[config.mk]
export PLATFORM = sky130hd
export DESIGN_NAME = s_des_key_sched
export DESIGN_NICKNAME = d
export VERILOG_FILES = /design/src/rtl/s_des_pkg.sv /design/src/rtl/s_des_key_sched.sv
export SDC_FILE = /design/constraint.sdc
export NUM_CORES = 1
export LEC_CHECK = 0
export CAP_MARGIN = 20
export CELL_PAD_IN_SITES_DETAIL_PLACEMENT = 1
export CELL_PAD_IN_SITES_GLOBAL_PLACEMENT = 1
export CORE_ASPECT_RATIO = 1.5
export CORE_MARGIN = 3
export CORE_UTILIZATION = 41
export DETAILED_ROUTE_END_ITERATION = 8
export HOLD_SLACK_MARGIN = 0.08
export MAX_ROUTING_LAYER = met4
export PLACE_DENSITY_LB_ADDON = 0.1
export SYNTH_ARGS = -nofsm -noshare
export SYNTH_HDL_FRONTEND = slang
export SYNTH_SLANG_ARGS = --single-unit
[constraint.sdc]
create_clock -name clk -period 1.7 [get_ports clk]
set_input_delay 0.255 -clock clk [delete_from_list [all_inputs] [get_ports clk]]
set_output_delay 0.255 -clock clk [all_outputs]
set_load 0.02 [all_outputs]
[src/rtl/s_des_pkg.sv]
// S-DES key schedule shared definitions: permutation tables, half-rotate,
// FSM state encoding and key widths.
package s_des_pkg;

    localparam int KEY_W    = 10;
    localparam int SUBKEY_W = 8;

    typedef enum logic [1:0] {
        IDLE   = 2'd0,
        SHIFT1 = 2'd1,
        SHIFT2 = 2'd2,
        DONE   = 2'd3
    } state_t;

    // Positions 1..N with 1 = MSB; entry i names the source position of output i.
    localparam int P10_TAB [10] = '{3, 5, 2, 7, 4, 10, 1, 9, 8, 6};
    localparam int P8_TAB  [8]  = '{6, 3, 7, 4, 8, 5, 10, 9};

    // P10 on a 10-bit key (bit 9 = position 1).
    function automatic logic [KEY_W-1:0] p10(input logic [KEY_W-1:0] k);
        logic [KEY_W-1:0] r;
        r = '0;
        for (int i = 0; i < 10; i++) begin
            r[9-i] = k[10-P10_TAB[i]];
        end
        return r;
    endfunction

    // P8 selects 8 of the 10 positions into a subkey (bit 7 = position 1).
    function automatic logic [SUBKEY_W-1:0] p8(input logic [KEY_W-1:0] k);
        logic [SUBKEY_W-1:0] r;
        r = '0;
        for (int i = 0; i < 8; i++) begin
            r[7-i] = k[10-P8_TAB[i]];
        end
        return r;
    endfunction

    // Rotate a 5-bit half left by n (n in 0..4).
    function automatic logic [4:0] rol5(input logic [4:0] x, input int n);
        logic [9:0] d;
        d = {x, x};
        return d[9-n -: 5];
    endfunction

    // LS-n: rotate each half of the 10-bit key independently.
    function automatic logic [KEY_W-1:0] ls(input logic [KEY_W-1:0] k, input int n);
        return {rol5(k[9:5], n), rol5(k[4:0], n)};
    endfunction

endpackage

[src/rtl/s_des_key_sched.sv]
// Sequential S-DES key schedule. Derives K1 and K2 from a 10-bit master key
// over two cycles after accept and presents them in round order.
// Handshake: a request transfers on a rising edge where req_valid and
// req_ready are both 1; req_valid seen while req_ready is 0 is ignored, so
// the upstream stage holds it until it is taken.
module s_des_key_sched
    import s_des_pkg::*;
#(
    parameter bit OUT_PIPE = 1'b0
) (
    input  logic                clk,
    input  logic                rst,
    input  logic                req_valid,
    output logic                req_ready,
    input  logic [KEY_W-1:0]    key_in,
    input  logic                decrypt,
    output logic [SUBKEY_W-1:0] k_first,
    output logic [SUBKEY_W-1:0] k_second,
    output logic                keys_valid,
    output logic                busy
);

    state_t              state, state_nxt;
    logic [KEY_W-1:0]    kreg;
    logic                mode;
    logic [SUBKEY_W-1:0] k1;
    logic [SUBKEY_W-1:0] k_first_c, k_second_c;
    logic                valid_c;
    logic                accept;
    logic [KEY_W-1:0]    kreg_ls1, kreg_ls2;
    logic [SUBKEY_W-1:0] k2_nxt;

    assign accept   = req_valid & req_ready;
    assign kreg_ls1 = ls(kreg, 1);
    assign kreg_ls2 = ls(kreg, 2);
    assign k2_nxt   = p8(kreg_ls2);
    assign valid_c  = (state == DONE);

    // In DONE readiness follows the visible keys_valid, so with the output
    // pipe a new request waits until the previous result has been shown.
    assign req_ready = (state == IDLE) | ((state == DONE) & keys_valid);
    assign busy      = (state == SHIFT1) | (state == SHIFT2);

    // State register.
    always_ff @(posedge clk or posedge rst) begin
        if (rst) begin
            state <= IDLE;
        end else begin
            state <= state_nxt;
        end
    end

    // Next-state logic.
    always_comb begin
        state_nxt = state;
        case (state)
            IDLE:    if (accept) state_nxt = SHIFT1;
            SHIFT1:  state_nxt = SHIFT2;
            SHIFT2:  state_nxt = DONE;
            DONE:    if (accept) state_nxt = SHIFT1;
            default: state_nxt = IDLE;
        endcase
    end

    // Key datapath. K2 is never stored on its own: it goes straight into the
    // ordered output registers, which only change on the SHIFT2 -> DONE edge.
    always_ff @(posedge clk or posedge rst) begin
        if (rst) begin
            kreg       <= '0;
            mode       <= 1'b0;
            k1         <= '0;
            k_first_c  <= '0;
            k_second_c <= '0;
        end else if (accept) begin
            kreg <= p10(key_in);
            mode <= decrypt;
        end else begin
            case (state)
                SHIFT1: begin
                    kreg <= kreg_ls1;
                    k1   <= p8(kreg_ls1);
                end
                SHIFT2: begin
                    kreg       <= kreg_ls2;
                    k_first_c  <= mode ? k2_nxt : k1;
                    k_second_c <= mode ? k1 : k2_nxt;
                end
                default: ;
            endcase
        end
    end

    generate
        if (OUT_PIPE) begin : g_pipe
            logic                valid_q;
            logic [SUBKEY_W-1:0] k_first_q, k_second_q;

            // Extra output stage; valid clears on the accepting edge so it is
            // never seen high while a new derivation runs.
            always_ff @(posedge clk or posedge rst) begin
                if (rst) begin
                    valid_q    <= 1'b0;
                    k_first_q  <= '0;
                    k_second_q <= '0;
                end else begin
                    valid_q    <= valid_c & ~accept;
                    k_first_q  <= k_first_c;
                    k_second_q <= k_second_c;
                end
            end

            assign keys_valid = valid_q;
            assign k_first    = k_first_q;
            assign k_second   = k_second_q;
        end else begin : g_direct
            assign keys_valid = valid_c;
            assign k_first    = k_first_c;
            assign k_second   = k_second_c;
        end
    endgenerate

endmodule

==> results.txt <==
Net Count, Synth -> 179
top-count cell post-synth -> dfrtp_1
Worst Path Max Fanout -> 20
n_diodes -> 0
clock latency on the worst-skew pair -> 280 ps
Synth warnings -> 0
Die H -> 88.12 um
cts bufs inserted -> 5
Post-synth ARST share -> 100.0%
status -> completed
fin nets -> 216
Commonest cells post-synth -> dfrtp_1 (37), mux2i_1 (26), mux2_1 (19)
buffers plus inverters on the worst setup path -> 2
final worst-path cycle share -> 93.84%
largest net degree at the start of global routing -> 38
total gr overflow -> 0
root buf cell -> clkbuf_8
ANT nets after route -> 0
Die Area -> 0.005352 mm2
flops & latches, synth -> 37
Yosys top cell by area -> dfrtp_1
number of flops mapped to enable cells by yosys -> 0
initial antenna violation count -> 0
Ports -> 33
delay-heaviest family, CP -> flip-flops
CP Launch Type -> flop
Avg WL per Cell -> 15.81 um
fillcell total -> 475
CP Capture Type -> flop
RSZ-0062 raised after global routing -> no
setup TNS -> 0 ps
met2 Use GR -> 29.11%
skew final -> 4.353 ps
Residual DRC -> 0
GRT Overall Usage -> 16.81%
Pleak -> 1.097 nW
DR pass1 iterations -> 4
hold buffers post-CTS -> 0
Die X -> 60.74 um
Reg clk slew, reported paths -> 70 ps
Arr. time, crit path -> 1800 ps
Core Box Area -> 0.004282 mm2
Initial Utilization -> 43.05%
Setup-failing EPs final -> 0
Seq/Total Area, Yosys -> 50.24%
Max clock buf depth -> 2
share of layout cells above drive strength 1 -> 11.11%
post-synth cell types -> 17
dpl hpwl -> 2.897 mm
routed wire length -> 3.857 mm
Crit path largest cell delay -> 430 ps
Slew HR -> 46.07%
most used flip-flop cell after synthesis -> dfrtp_1
minimum clock period -> 1595 ps
vias in the first global route -> 1426
Fin. Hold Viols -> 0
met3 Track Usage GR -> 3.097%
final-report max-slew violation count -> 0
Vias/cell -> 5.279
Sequential cell area -> 925.9 um2
number of max-cap violations -> 0
synthesis-to-layout area growth -> 24.92%
Setup Fix Bufs, Post-CTS -> 0
Multi-input gate area -> 813.3 um2
Min Hold Slack -> 389.8 ps
# port buffers -> 32
htree depth -> 2
slew of the pin with the lowest slew margin -> 809.0 ps
Syn Area/Cell -> 11.52 um2
Peak supply drop -> 1.094 mV
crit path cell chain -> ha_1 -> buf_4 -> a211oi_4 -> buf_12 -> nand2_1 -> o21ai_1
most used routing layer -> met2
Post-Synthesis Cells -> 160
CP max-delay cell -> dfrtp_1
CTS sink count -> 37
met1 usage -> 19.40%
TritonCTS clock tree -> built
top cells by area, synth -> dfrtp_1 (50%), mux2i_1 (14%), mux2_1 (12%)
Rows -> 29
vias -> 1288
Hold/Removal Path Class -> in -> async
initial drt markers -> 49
Setup CP Type -> reg -> reg
maximum clock frequency -> 0.6268 GHz
post-synth top area share -> 50.24%
GPL Wtd Cong -> 0.7103
pwr/cell area -> 2173 mW/mm2
first-pass GRT wire length -> 6.548 mm
Post-Syn Area -> 0.001843 mm2
Worst Path Required -> 1900 ps
## final timing paths
check                                     startpoint                endpoint  slack, ps  depth (start not counted)
worst max-delay path            state[1]$_DFFE_PP0P_     kreg[9]$_DFFE_PP0P_        100                          6
worst min-delay path                             rst  k_first[0]$_DFFE_PP0P_        390                          3
worst max register to register  state[1]$_DFFE_PP0P_     kreg[9]$_DFFE_PP0P_        100                          6
worst min register to register   kreg[7]$_DFFE_PP0P_     kreg[7]$_DFFE_PP0P_        510                          2
max in group asynchronous                        rst     kreg[8]$_DFFE_PP0P_        980                          3
min in group clk                 kreg[7]$_DFFE_PP0P_     kreg[7]$_DFFE_PP0P_        510                          2
## per-layer routing
metal  up-vias  part of all wire, %  routed length, um
met5         -                    0                  0
met4         0                  1.3                 50
met3         5                  3.9                149
met2        29                   55               2129
met1       635                   40               1528
li1        619                    -                  -
## registers in the layout (all words and copies together) (netlist names)
signal    count
kreg         10
mode          1
state         2
k_second      8
k_first       8
k1            8
## report_power, final
| group | total [mW] | internal, mW | switching, mW |
|---|---|---|---|
| clock network | 0.665 | 0.366 | 0.298 |
| registers | 1.73 | 1.32 | 0.413 |
| logic | 2.61 | 1.28 | 1.32 |
## tightest hold or removal path, delay by kind of cell
| kind | cells | cell delay (ps) |
|---|---|---|
| buffers and inverters | 3 | 850 |
## logic make-up after synthesis
| group | Yosys count | synth area share [%] |
|---|---|---|
| AND/OR/NAND/NOR | 29 | 6.178 |
| flip-flops | 37 | 50.24 |
| adder cells (fa/ha/maj) | 5 | 3.394 |
| multiplexers | 45 | 25.73 |
| AO/OA/AOI/OAI | 29 | 8.690 |
| buffers and inverters | 15 | 5.770 |
## through the flow
step           worst slack [ps]  power, mW  utilization, %  cells  cell area, um2
6_report                  104.7      5.003           53.77    244            2302
5_1_grt                   4.958      5.420           53.77    244            2302
4_1_cts                   20.01      5.103           53.92    244            2308
3_5_place_dp              30.32      4.457           51.61    236            2210
3_3_place_gp              95.18      4.299           51.61    236            2210
2_1_floorplan             156.0      3.484               -    160            1843
## final cells by class
| class | instances | area share, % |
|---|---|---|
| Clock buffer | 7 | 4.185 |
| Clock inverter | 1 | 0.2174 |
| Inverter | 4 | 0.6522 |
| Multi-Input combinational cell | 108 | 35.33 |
| Sequential cell | 37 | 40.22 |
| Tap cell | 46 | 2.500 |
| Timing Repair Buffer | 41 | 16.90 |
## placed cells by master, fill, tap and decap left out, drive strengths merged
master         count
nand2             11
inv                4
ha                 5
nor2              17
a211oi             1
nand2b             1
mux2              19
buf                9
clkdlybuf4s50     29
o21ai             11
dlygate4sd2        1
dfrtp             37
a21oi             17
mux2i             26
clkinv             1
clkbuf             9
## what timing repair did
action,in CTS,in global routing
endpoints found under the hold margin,0,0
resized for setup,4,4
endpoints found under the setup margin,3,4
(Power assumes the default switching activity.)
